===== src/rtl/aud_cmd_tx_if.sv =====
// aud_cmd_tx_if: groups the command-FIFO read side and the AUD nibble bus
// of the AUD command transmitter. The slave modport is the transmitter;
// the master modport is the FIFO/pad side that feeds and observes it.

interface aud_cmd_tx_if #(
   parameter int DATA_WIDTH    = 32,
   parameter int ADDRESS_WIDTH = 4
);
   logic                   en_i;
   logic [DATA_WIDTH-1:0]  fifo_dat_i;
   logic [ADDRESS_WIDTH:0] fifo_count_i;
   logic                   fifo_re_o;
   logic                   aud_ck_o;
   logic                   aud_sync_o;
   logic [3:0]             aud_data_o;
   logic                   aud_oe_o;
   logic                   busy_o;

   modport master (
      output en_i, fifo_dat_i, fifo_count_i,
      input  fifo_re_o, aud_ck_o, aud_sync_o, aud_data_o, aud_oe_o, busy_o
   );

   modport slave (
      input  en_i, fifo_dat_i, fifo_count_i,
      output fifo_re_o, aud_ck_o, aud_sync_o, aud_data_o, aud_oe_o, busy_o
   );
endinterface


===== src/rtl/aud_cmd_tx.sv =====
// aud_cmd_tx: AUD host-to-target command transmitter.
// Pops 32-bit command words from the command FIFO and shifts them out,
// least-significant nibble first, on AUDCK/AUDSYNC/AUDATA. All bus outputs
// change only on AUDCK falling edges so the target samples on the rising edge.
// Optional feature: define AUD_TX_PARITY_EN to append an XOR parity nibble
// after the data nibbles.

module aud_cmd_tx #(
   parameter int DATA_WIDTH    = 32,
   parameter int ADDRESS_WIDTH = 4,
   parameter int CLK_DIV       = 2,
   parameter int GAP_CK        = 2
) (
   input  logic        clk,
   input  logic        rst_n,
   aud_cmd_tx_if.slave bus
);

`ifdef AUD_TX_PARITY_EN
   localparam int NIB_N = DATA_WIDTH / 4 + 1;
`else
   localparam int NIB_N = DATA_WIDTH / 4;
`endif
   localparam int SH_W  = NIB_N * 4;
   localparam int DIV_W = (CLK_DIV > 1) ? $clog2(CLK_DIV) : 1;
   localparam int NIB_W = $clog2(NIB_N + 1);
   localparam int GAP_W = $clog2(GAP_CK + 1);

   typedef enum logic [1:0] {
      ST_IDLE  = 2'd0,
      ST_LOAD  = 2'd1,
      ST_SHIFT = 2'd2,
      ST_GAP   = 2'd3
   } state_t;

`ifdef AUD_TX_PARITY_EN
   // XOR of all data nibbles; sent as the final nibble of the frame.
   function automatic logic [3:0] parity_nib(input logic [DATA_WIDTH-1:0] word);
      logic [3:0] acc;
      acc = 4'd0;
      for (int i = 0; i < DATA_WIDTH / 4; i++) begin
         acc = acc ^ word[i*4 +: 4];
      end
      return acc;
   endfunction
`endif

   state_t            state_r, state_s;
   logic [DIV_W-1:0]  div_cnt_r;
   logic              aud_ck_r;
   logic              div_last_s;
   logic              fall_tick_s;
   logic              start_s;
   logic [SH_W-1:0]   load_word_s;
   logic [SH_W-1:0]   shift_r, shift_s;
   logic [NIB_W-1:0]  nib_cnt_r, nib_cnt_s;
   logic [GAP_W-1:0]  gap_cnt_r, gap_cnt_s;
   logic              fifo_re_r, fifo_re_s;
   logic              sync_r, sync_s;
   logic [3:0]        data_r, data_s;
   logic              oe_r, oe_s;
   logic              busy_r, busy_s;

   // The parity nibble (when compiled in) rides above the data so a plain
   // right shift walks through the whole frame.
`ifdef AUD_TX_PARITY_EN
   assign load_word_s = {parity_nib(bus.fifo_dat_i), bus.fifo_dat_i};
`else
   assign load_word_s = bus.fifo_dat_i;
`endif

   assign start_s     = bus.en_i && (bus.fifo_count_i != {(ADDRESS_WIDTH + 1){1'b0}});
   assign div_last_s  = (div_cnt_r == DIV_W'(CLK_DIV - 1));
   assign fall_tick_s = div_last_s && aud_ck_r;

   // Free-running AUDCK divider: toggles the clock every CLK_DIV cycles.
   always_ff @(posedge clk or negedge rst_n) begin
      if (!rst_n) begin
         div_cnt_r <= {DIV_W{1'b0}};
         aud_ck_r  <= 1'b0;
      end else if (div_last_s) begin
         div_cnt_r <= {DIV_W{1'b0}};
         aud_ck_r  <= ~aud_ck_r;
      end else begin
         div_cnt_r <= div_cnt_r + DIV_W'(1);
      end
   end

   // State and registered bus outputs.
   always_ff @(posedge clk or negedge rst_n) begin
      if (!rst_n) begin
         state_r   <= ST_IDLE;
         shift_r   <= {SH_W{1'b0}};
         nib_cnt_r <= {NIB_W{1'b0}};
         gap_cnt_r <= {GAP_W{1'b0}};
         fifo_re_r <= 1'b0;
         sync_r    <= 1'b1;
         data_r    <= 4'd0;
         oe_r      <= 1'b0;
         busy_r    <= 1'b0;
      end else begin
         state_r   <= state_s;
         shift_r   <= shift_s;
         nib_cnt_r <= nib_cnt_s;
         gap_cnt_r <= gap_cnt_s;
         fifo_re_r <= fifo_re_s;
         sync_r    <= sync_s;
         data_r    <= data_s;
         oe_r      <= oe_s;
         busy_r    <= busy_s;
      end
   end

   // Next-state and next-output decode; a frame launched straight out of GAP
   // drives nibble 0 on the exit fall tick so the inter-frame idle is exactly
   // GAP_CK AUDCK periods.
   always_comb begin
      state_s   = state_r;
      shift_s   = shift_r;
      nib_cnt_s = nib_cnt_r;
      gap_cnt_s = gap_cnt_r;
      fifo_re_s = 1'b0;
      sync_s    = sync_r;
      data_s    = data_r;
      oe_s      = oe_r;
      case (state_r)
         ST_IDLE: begin
            sync_s = 1'b1;
            data_s = 4'd0;
            oe_s   = 1'b0;
            if (start_s) begin
               shift_s   = load_word_s;
               fifo_re_s = 1'b1;
               state_s   = ST_LOAD;
            end else begin
               state_s   = ST_IDLE;
            end
         end
         ST_LOAD: begin
            if (fall_tick_s) begin
               data_s    = shift_r[3:0];
               shift_s   = shift_r >> 3'd4;
               sync_s    = 1'b0;
               oe_s      = 1'b1;
               nib_cnt_s = {NIB_W{1'b0}};
               state_s   = ST_SHIFT;
            end else begin
               state_s   = ST_LOAD;
            end
         end
         ST_SHIFT: begin
            if (fall_tick_s) begin
               if (nib_cnt_r == NIB_W'(NIB_N - 1)) begin
                  sync_s    = 1'b1;
                  data_s    = 4'd0;
                  oe_s      = 1'b0;
                  gap_cnt_s = GAP_W'(GAP_CK);
                  state_s   = ST_GAP;
               end else begin
                  data_s    = shift_r[3:0];
                  shift_s   = shift_r >> 3'd4;
                  nib_cnt_s = nib_cnt_r + NIB_W'(1);
               end
            end else begin
               state_s = ST_SHIFT;
            end
         end
         ST_GAP: begin
            if (fall_tick_s) begin
               if (gap_cnt_r == GAP_W'(1)) begin
                  if (start_s) begin
                     data_s    = load_word_s[3:0];
                     shift_s   = load_word_s >> 3'd4;
                     sync_s    = 1'b0;
                     oe_s      = 1'b1;
                     nib_cnt_s = {NIB_W{1'b0}};
                     fifo_re_s = 1'b1;
                     state_s   = ST_SHIFT;
                  end else begin
                     state_s   = ST_IDLE;
                  end
               end else begin
                  gap_cnt_s = gap_cnt_r - GAP_W'(1);
               end
            end else begin
               state_s = ST_GAP;
            end
         end
         default: begin
            sync_s  = 1'b1;
            data_s  = 4'd0;
            oe_s    = 1'b0;
            state_s = ST_IDLE;
         end
      endcase
      busy_s = (state_s != ST_IDLE);
   end

   assign bus.fifo_re_o  = fifo_re_r;
   assign bus.aud_ck_o   = aud_ck_r;
   assign bus.aud_sync_o = sync_r;
   assign bus.aud_data_o = data_r;
   assign bus.aud_oe_o   = oe_r;
   assign bus.busy_o     = busy_r;

endmodule

===== src/flat_wrapper.sv =====
// flat-port wrapper written by rule: the top's interface ports become plain ports
module aud_cmd_tx_flat 
#(
   parameter int DATA_WIDTH    = 32,
   parameter int ADDRESS_WIDTH = 4,
   parameter int CLK_DIV       = 2,
   parameter int GAP_CK        = 2
)
  (clk, rst_n, bus_en_i, bus_fifo_dat_i, bus_fifo_count_i, bus_fifo_re_o, bus_aud_ck_o, bus_aud_sync_o, bus_aud_data_o, bus_aud_oe_o, bus_busy_o);
  aud_cmd_tx_if #(.DATA_WIDTH(DATA_WIDTH), .ADDRESS_WIDTH(ADDRESS_WIDTH)) bus_i ();
  input  logic clk;
  input  logic rst_n;
  input wire logic [$bits(bus_i.en_i)-1:0] bus_en_i;
  input wire logic [$bits(bus_i.fifo_dat_i)-1:0] bus_fifo_dat_i;
  input wire logic [$bits(bus_i.fifo_count_i)-1:0] bus_fifo_count_i;
  output wire logic [$bits(bus_i.fifo_re_o)-1:0] bus_fifo_re_o;
  output wire logic [$bits(bus_i.aud_ck_o)-1:0] bus_aud_ck_o;
  output wire logic [$bits(bus_i.aud_sync_o)-1:0] bus_aud_sync_o;
  output wire logic [$bits(bus_i.aud_data_o)-1:0] bus_aud_data_o;
  output wire logic [$bits(bus_i.aud_oe_o)-1:0] bus_aud_oe_o;
  output wire logic [$bits(bus_i.busy_o)-1:0] bus_busy_o;
  assign bus_i.en_i = bus_en_i;
  assign bus_i.fifo_dat_i = bus_fifo_dat_i;
  assign bus_i.fifo_count_i = bus_fifo_count_i;
  assign bus_fifo_re_o = bus_i.fifo_re_o;
  assign bus_aud_ck_o = bus_i.aud_ck_o;
  assign bus_aud_sync_o = bus_i.aud_sync_o;
  assign bus_aud_data_o = bus_i.aud_data_o;
  assign bus_aud_oe_o = bus_i.aud_oe_o;
  assign bus_busy_o = bus_i.busy_o;
  aud_cmd_tx #(.DATA_WIDTH(DATA_WIDTH), .ADDRESS_WIDTH(ADDRESS_WIDTH), .CLK_DIV(CLK_DIV), .GAP_CK(GAP_CK)) u_core (.clk(clk), .rst_n(rst_n), .bus(bus_i));
endmodule

===== config.mk =====
export PLATFORM = sky130hd
export DESIGN_NAME = aud_cmd_tx_flat
export DESIGN_NICKNAME = d
export VERILOG_FILES = /design/src/rtl/aud_cmd_tx_if.sv /design/src/rtl/aud_cmd_tx.sv /design/src/flat_wrapper.sv
export SDC_FILE = /design/constraint.sdc
export NUM_CORES = 1
export LEC_CHECK = 0
export ABC_AREA = 1
export ABC_CLOCK_PERIOD_IN_PS = 1540
export CAP_MARGIN = 20
export CORE_ASPECT_RATIO = 1.2
export CORE_MARGIN = 2
export CORE_UTILIZATION = 40
export CTS_CLUSTER_SIZE = 16
export DETAILED_ROUTE_END_ITERATION = 6
export PLACE_DENSITY = 0.74
export SLEW_MARGIN = 15
export SYNTH_ARGS = -nofsm -noshare
export SYNTH_HDL_FRONTEND = slang
export SYNTH_SLANG_ARGS = --single-unit

===== constraint.sdc =====
create_clock -name clk -period 1.54 [get_ports clk]
set_input_delay 0.308 -clock clk [delete_from_list [all_inputs] [get_ports clk]]
set_output_delay 0.308 -clock clk [all_outputs]
set_load 0.01 [all_outputs]

## Word level (Yosys, flattened, before mapping)

Index checks and enable logic that the tools add are counted.

- Bits of input ports: 40
- Logic and storage cells: 95
- Flip-flop bits (word level): 50

- Mux-type cells: 54
- Bitwise operators: 1
- Reductions and logical operators: 12
- Eq/ne operators: 14
- Add/subtract/negate cells: 3

Operator list:

| operator | count |
|---|---|
| 2-to-1 mux 32 bit | 7 |
| case mux 32 bit (4 select lines) | 1 |
| 2-to-1 mux 4 bit | 12 |
| 2-to-1 mux 2 bit | 10 |
| 2-to-1 mux 1 bit | 17 |
| case mux 4 bit (4 select lines) | 1 |
| != test 2 x 1 -> 1 bit, second input constant | 7 |
| AND reduction 7 bit | 2 |
| case mux 4 bit (3 select lines) | 1 |
| AND reduction 5 bit | 2 |
| case mux 1 bit (4 select lines) | 2 |
| case mux 2 bit (4 select lines) | 1 |
| AND reduction 6 bit | 1 |
| nonzero test 5 bit | 1 |
| adder 4 x 1 -> 4 bit, second input constant | 1 |
| equality test 2 x 1 -> 1 bit, second input constant | 2 |
| equality test 2 bit, second input constant | 2 |
| equality test 4 x 3 -> 1 bit, second input constant | 1 |
| != test 2 bit, second input constant | 2 |
| case mux 2 bit (2 select lines) | 1 |
| nonzero test 2 bit | 2 |
| nonzero test 3 bit | 1 |
| logical AND 1 bit | 2 |
| zero test 2 bit | 1 |
| other kinds (4) | 4 |

## Longest topological paths before layout

- Depth after elaboration: 7
- Mapped depth: 10
- Mapped depth without buffers: 10

## Least setup slack after synthesis

Ideal clock, no wire load.

- Path type: register to register
- Start: register u_core.state_r[0]
- End: register u_core.shift_r[4]
- Arrival: 1.560 ns
- Data required time: 1.423 ns
- Setup time: 0.117 ns
- Cell stages (with the launch flop): 10
- Period minus slack after synthesis: 1.677 ns
- Slack: -0.137 ns
- Path through: dfrtp_1 ha_1 buf_6 o21ai_2 nand3_2 a21oi_4 nand2_4 buf_6 nand2_1 nand2_1

- Cells in the longest elaborated chain, start to end: 3

RTL lines:

| item | RTL line | RTL |
|---|---|---|
| from (decl) | aud_cmd_tx.sv:48 | `state_t state_r, state_s;` |
| from (signal assigned) | aud_cmd_tx.sv:102 | `state_r <= state_s;` |
| equality test 2 bit (tied with other cells) | aud_cmd_tx.sv:126 | `case (state_r)` |
| != test 2 bit (no source line) or != test 2 x 1 -> 1 bit (tied branches) | - |  |
| AND reduction 7 bit (no source line) | - |  |
| to (signal assigned) | aud_cmd_tx.sv:93 | `shift_r <= {SH_W{1'b0}};` |
| to (signal assigned) | aud_cmd_tx.sv:103 | `shift_r <= shift_s;` |
| to (decl) | aud_cmd_tx.sv:55 | `logic [SH_W-1:0] shift_r, shift_s;` |

Several ways; a longest one is shown, not always the timed one.
A chain may end at the register's enable or synchronous reset.

## Final worst setup path

- Start: register u_core.state_r[0]
- End: register u_core.shift_r[24]

The elaborated chain is that of the path after synthesis.

==> impl_results.md <==
* Status: finished with violations
* Violated checks: setup timing
* Top FF cell, synth: dfrtp_1
* Worst Max-Slew Pin Slew at 289 ps
* Maximum clock rate at 0.583 GHz
* Skew final at between 10 and 15 ps
* Slack of the critical path at -174 ps
* Lkg Pwr at 2.30 nW
* Crit. End Element: flop
* Via density at 5.31
* Worst slew margin at 0.807
* Cts bufs inserted at 5
* CP Launch Point: u_core.state_r[0]
* Multi-input logic area at around 1700 um2
* Diode count at 0
* Maximum VDD drop at between 1 and 1.5 mV
* CTS Sinks at 50
* H-tree depth at 2
* Drt pass-1 iters at 5
* Post-Syn Area at 3030 um2
* Crit path kind: reg2reg
* Max_cap viols at 0
* Synth top area cells: dfrtp_1 40%, nand2_1 24%, o21ai_0 8.1%
* # port buffers at 48
* Largest net degree at the start of global routing at 51
* RR Endpoint: u_core.shift_r[24]
* Critical Path Fanout Max at 9
* Post-synthesis net count at 488
* Post-DP HPWL at around 5.3 mm
* FF-to-FF setup slack at -170 ps
* Leading area contributor after synthesis: dfrtp_1
* Number of global-route vias before repair at about 3,200
* Root buffer cell: clkbuf_8
* Grt total ovfl at 0
* Hold Path Depth at 1
* CP arrival at 1970 ps
* Total die area at approximately 8300 um2
* WL final at 9.25 mm
* RSZ-0062 raised after global routing: yes
* Hold/Removal Path Class: reg2reg
* Wire per inst at around 15 um
* FF+latch area at 1250 um2
* Total power divided by cell area at around 2100 nW/um2
* TritonCTS clock tree: done
* Final setup viols at 42
* Design area at 4400 um2
* CTS clk-pin slew, worst paths at 100 ps
* Syn. warnings at 0
* Number of synthesized flops with an enable pin at 0
* Fin. max-slew vios at 0
* Clock Latency Late Sink at 310 ps
* Final hold violations at 0
* # rows at 34
* Synth Register Bits at 50
* Worst Min Path Start: u_core.div_cnt_r
* Tot GR Track Use at 0.218
* Gate Count Post-Synth at 441
* Routed Antenna Nets at 0
* Worst setup SP type: flop
* Syn Area/Cell at 6.88 um2
* IO Pins at 49
* FFs w/ async S/R, synth at 1.00
* Post-synthesis cell type count at 27
* DP Area at 3750 um2
* Period Utilization, post-route at 1.11
* Area Growth Syn to Fin at 45.2%
* Worst r2r src: u_core.state_r[0]
* DRC viols at 0
* Nets@finish at 566
* Fillers at just over 600
* Hold path endpoint: u_core.div_cnt_r
* Worst EP required at around 1800 ps
* Sequential area share after synthesis at 0.413
* Hold WS at 442 ps
* Gpl congestion at 0.837
* Die Y at 99.4 um
* Max Root-Sink Buffers at 2
* Share of the synthesized area in the top cell type at 0.404
* Share of layout cells above drive strength 1 at 0.206
* First-pass GRT wire length at 14.6 mm
* Worst-case reg-to-reg path depth at 9
* Via count at 3,238
* Core area at 7320 um2
* Initial Utilization at 0.415
* Minimum clock period at 1710 ps
* Antenna violations before repair at 0
* Die W at 83.5 um
* Initial DRC Count at 290
## worst max-delay path, cell delays in order (launching register included)
cell and delay, ps:
dfrtp_2 470, ha_4 200, o21ai_4 160, nand3_2 110, a21oi_4 150, buf_12 160
buf_12 130, buf_16 120, nand3_1 80, nand2_1 80
## layout make-up
class / count / area share
Multi-Input combinational cell: 325 / 0.390
Sequential cell: 50 / 0.285
Timing Repair Buffer: 92 / 0.233
Inverter: 45 / 0.0406
Tap cell: 90 / 0.0256
Clock buffer: 5 / 0.0156
Clock inverter: 3 / 0.00995
## cells by family after synthesis
kind of cell,share of synthesized area
XOR/XNOR,0.00289
adder cells (fa/ha/maj),0.0289
AND/OR/NAND/NOR,0.338
flip-flops,0.413
AO/OA/AOI/OAI,0.111
buffers and inverters,0.106
## metrics by stage
stage	setup WS [ps]	TNS, ps	instances	util	power (mW)
detailed placement	-389	-14700	584	0.513	6.18
global placement	-308	-11730	584	0.513	6.07
finish	-174	-5140	610	0.602	9.19
floorplan	-101	-3170	441	-	4.89
global route	-226	-7700	610	0.602	9.77
CTS	-132	-4320	612	0.595	9.08
## registers in the layout, summed over array words and instances (netlist names)
register,count
u_core.bus.aud_ck_o,1
u_core.bus.aud_data_o,4
u_core.bus.aud_oe_o,1
u_core.gap_cnt_r,2
u_core.nib_cnt_r,4
u_core.bus.aud_sync_o,1
u_core.state_r,2
u_core.bus.busy_o,1
u_core.div_cnt_r,1
u_core.bus.fifo_re_o,1
u_core.shift_r,32
## timing repair
item | in CTS | in global routing
setup buffers | 12 | 0
hold buffers | 1 | 0
hold endpoints to repair | 46 | 0
cloned | 7 | 0
endpoints found under the setup margin | 48 | 51
pin swaps | 16 | 13
gates resized for setup | 63 | 36
## Yosys cell counts (2+ instances only)
cell type and number:
nand2_1 190, buf_1 2, nor2_1 13, a21oi_1 4, ha_1 7, buf_2 5, nand3b_1 2, buf_6 7
nand3_1 42, clkbuf_1 9, nor3_1 2, dfrtp_1 49, o21ai_0 49, o21ai_1 3, inv_1 45
## power breakdown
group / leakage [nW] / switching [mW] / internal, mW / total [mW]
Clock: 0.0585 / 0.479 / 0.488 / 0.967
Combinational: 1.60 / 3.31 / 2.76 / 6.07
Sequential: 0.644 / 0.321 / 1.84 / 2.16
## placed cells by master (no fill, tap or decap), drive strengths merged
master and count:
o2111ai 1, xor2 1, inv 46, or2 1, o211ai 1, bufinv 1, dfrtp 49, clkdlybuf4s50 39
nand3b 2, o21ai 53, clkbuf 5, dlygate4sd2 4, nand3 43, clkinv 1, dfstp 1, nand2 194
a21oi 6, nor3 2, dlymetal6s2s 4, dlygate4sd3 1, a21o 1, buf 44, ha 7, nor2 13
## worst max path at each step
stage	slack [ps]	cells after the start	to
after global placement	-310	8	u_core.shift_r[28]
after floorplan	-100	9	u_core.shift_r[4]
after detailed placement	-390	8	u_core.shift_r[6]
after CTS	-130	9	u_core.shift_r[20]
after global routing	-230	9	u_core.shift_r[10]
final	-170	9	u_core.shift_r[24]
## layer usage
metal	GRT usage	vias up	share of wire
li1	-	1540	-
met1	0.258	1510	0.39
met2	0.405	167	0.51
met3	0.0357	21	0.078
met4	0.0670	0	0.023
met5	0	-	0
Note: power is estimated with default switching activity, not from simulation.
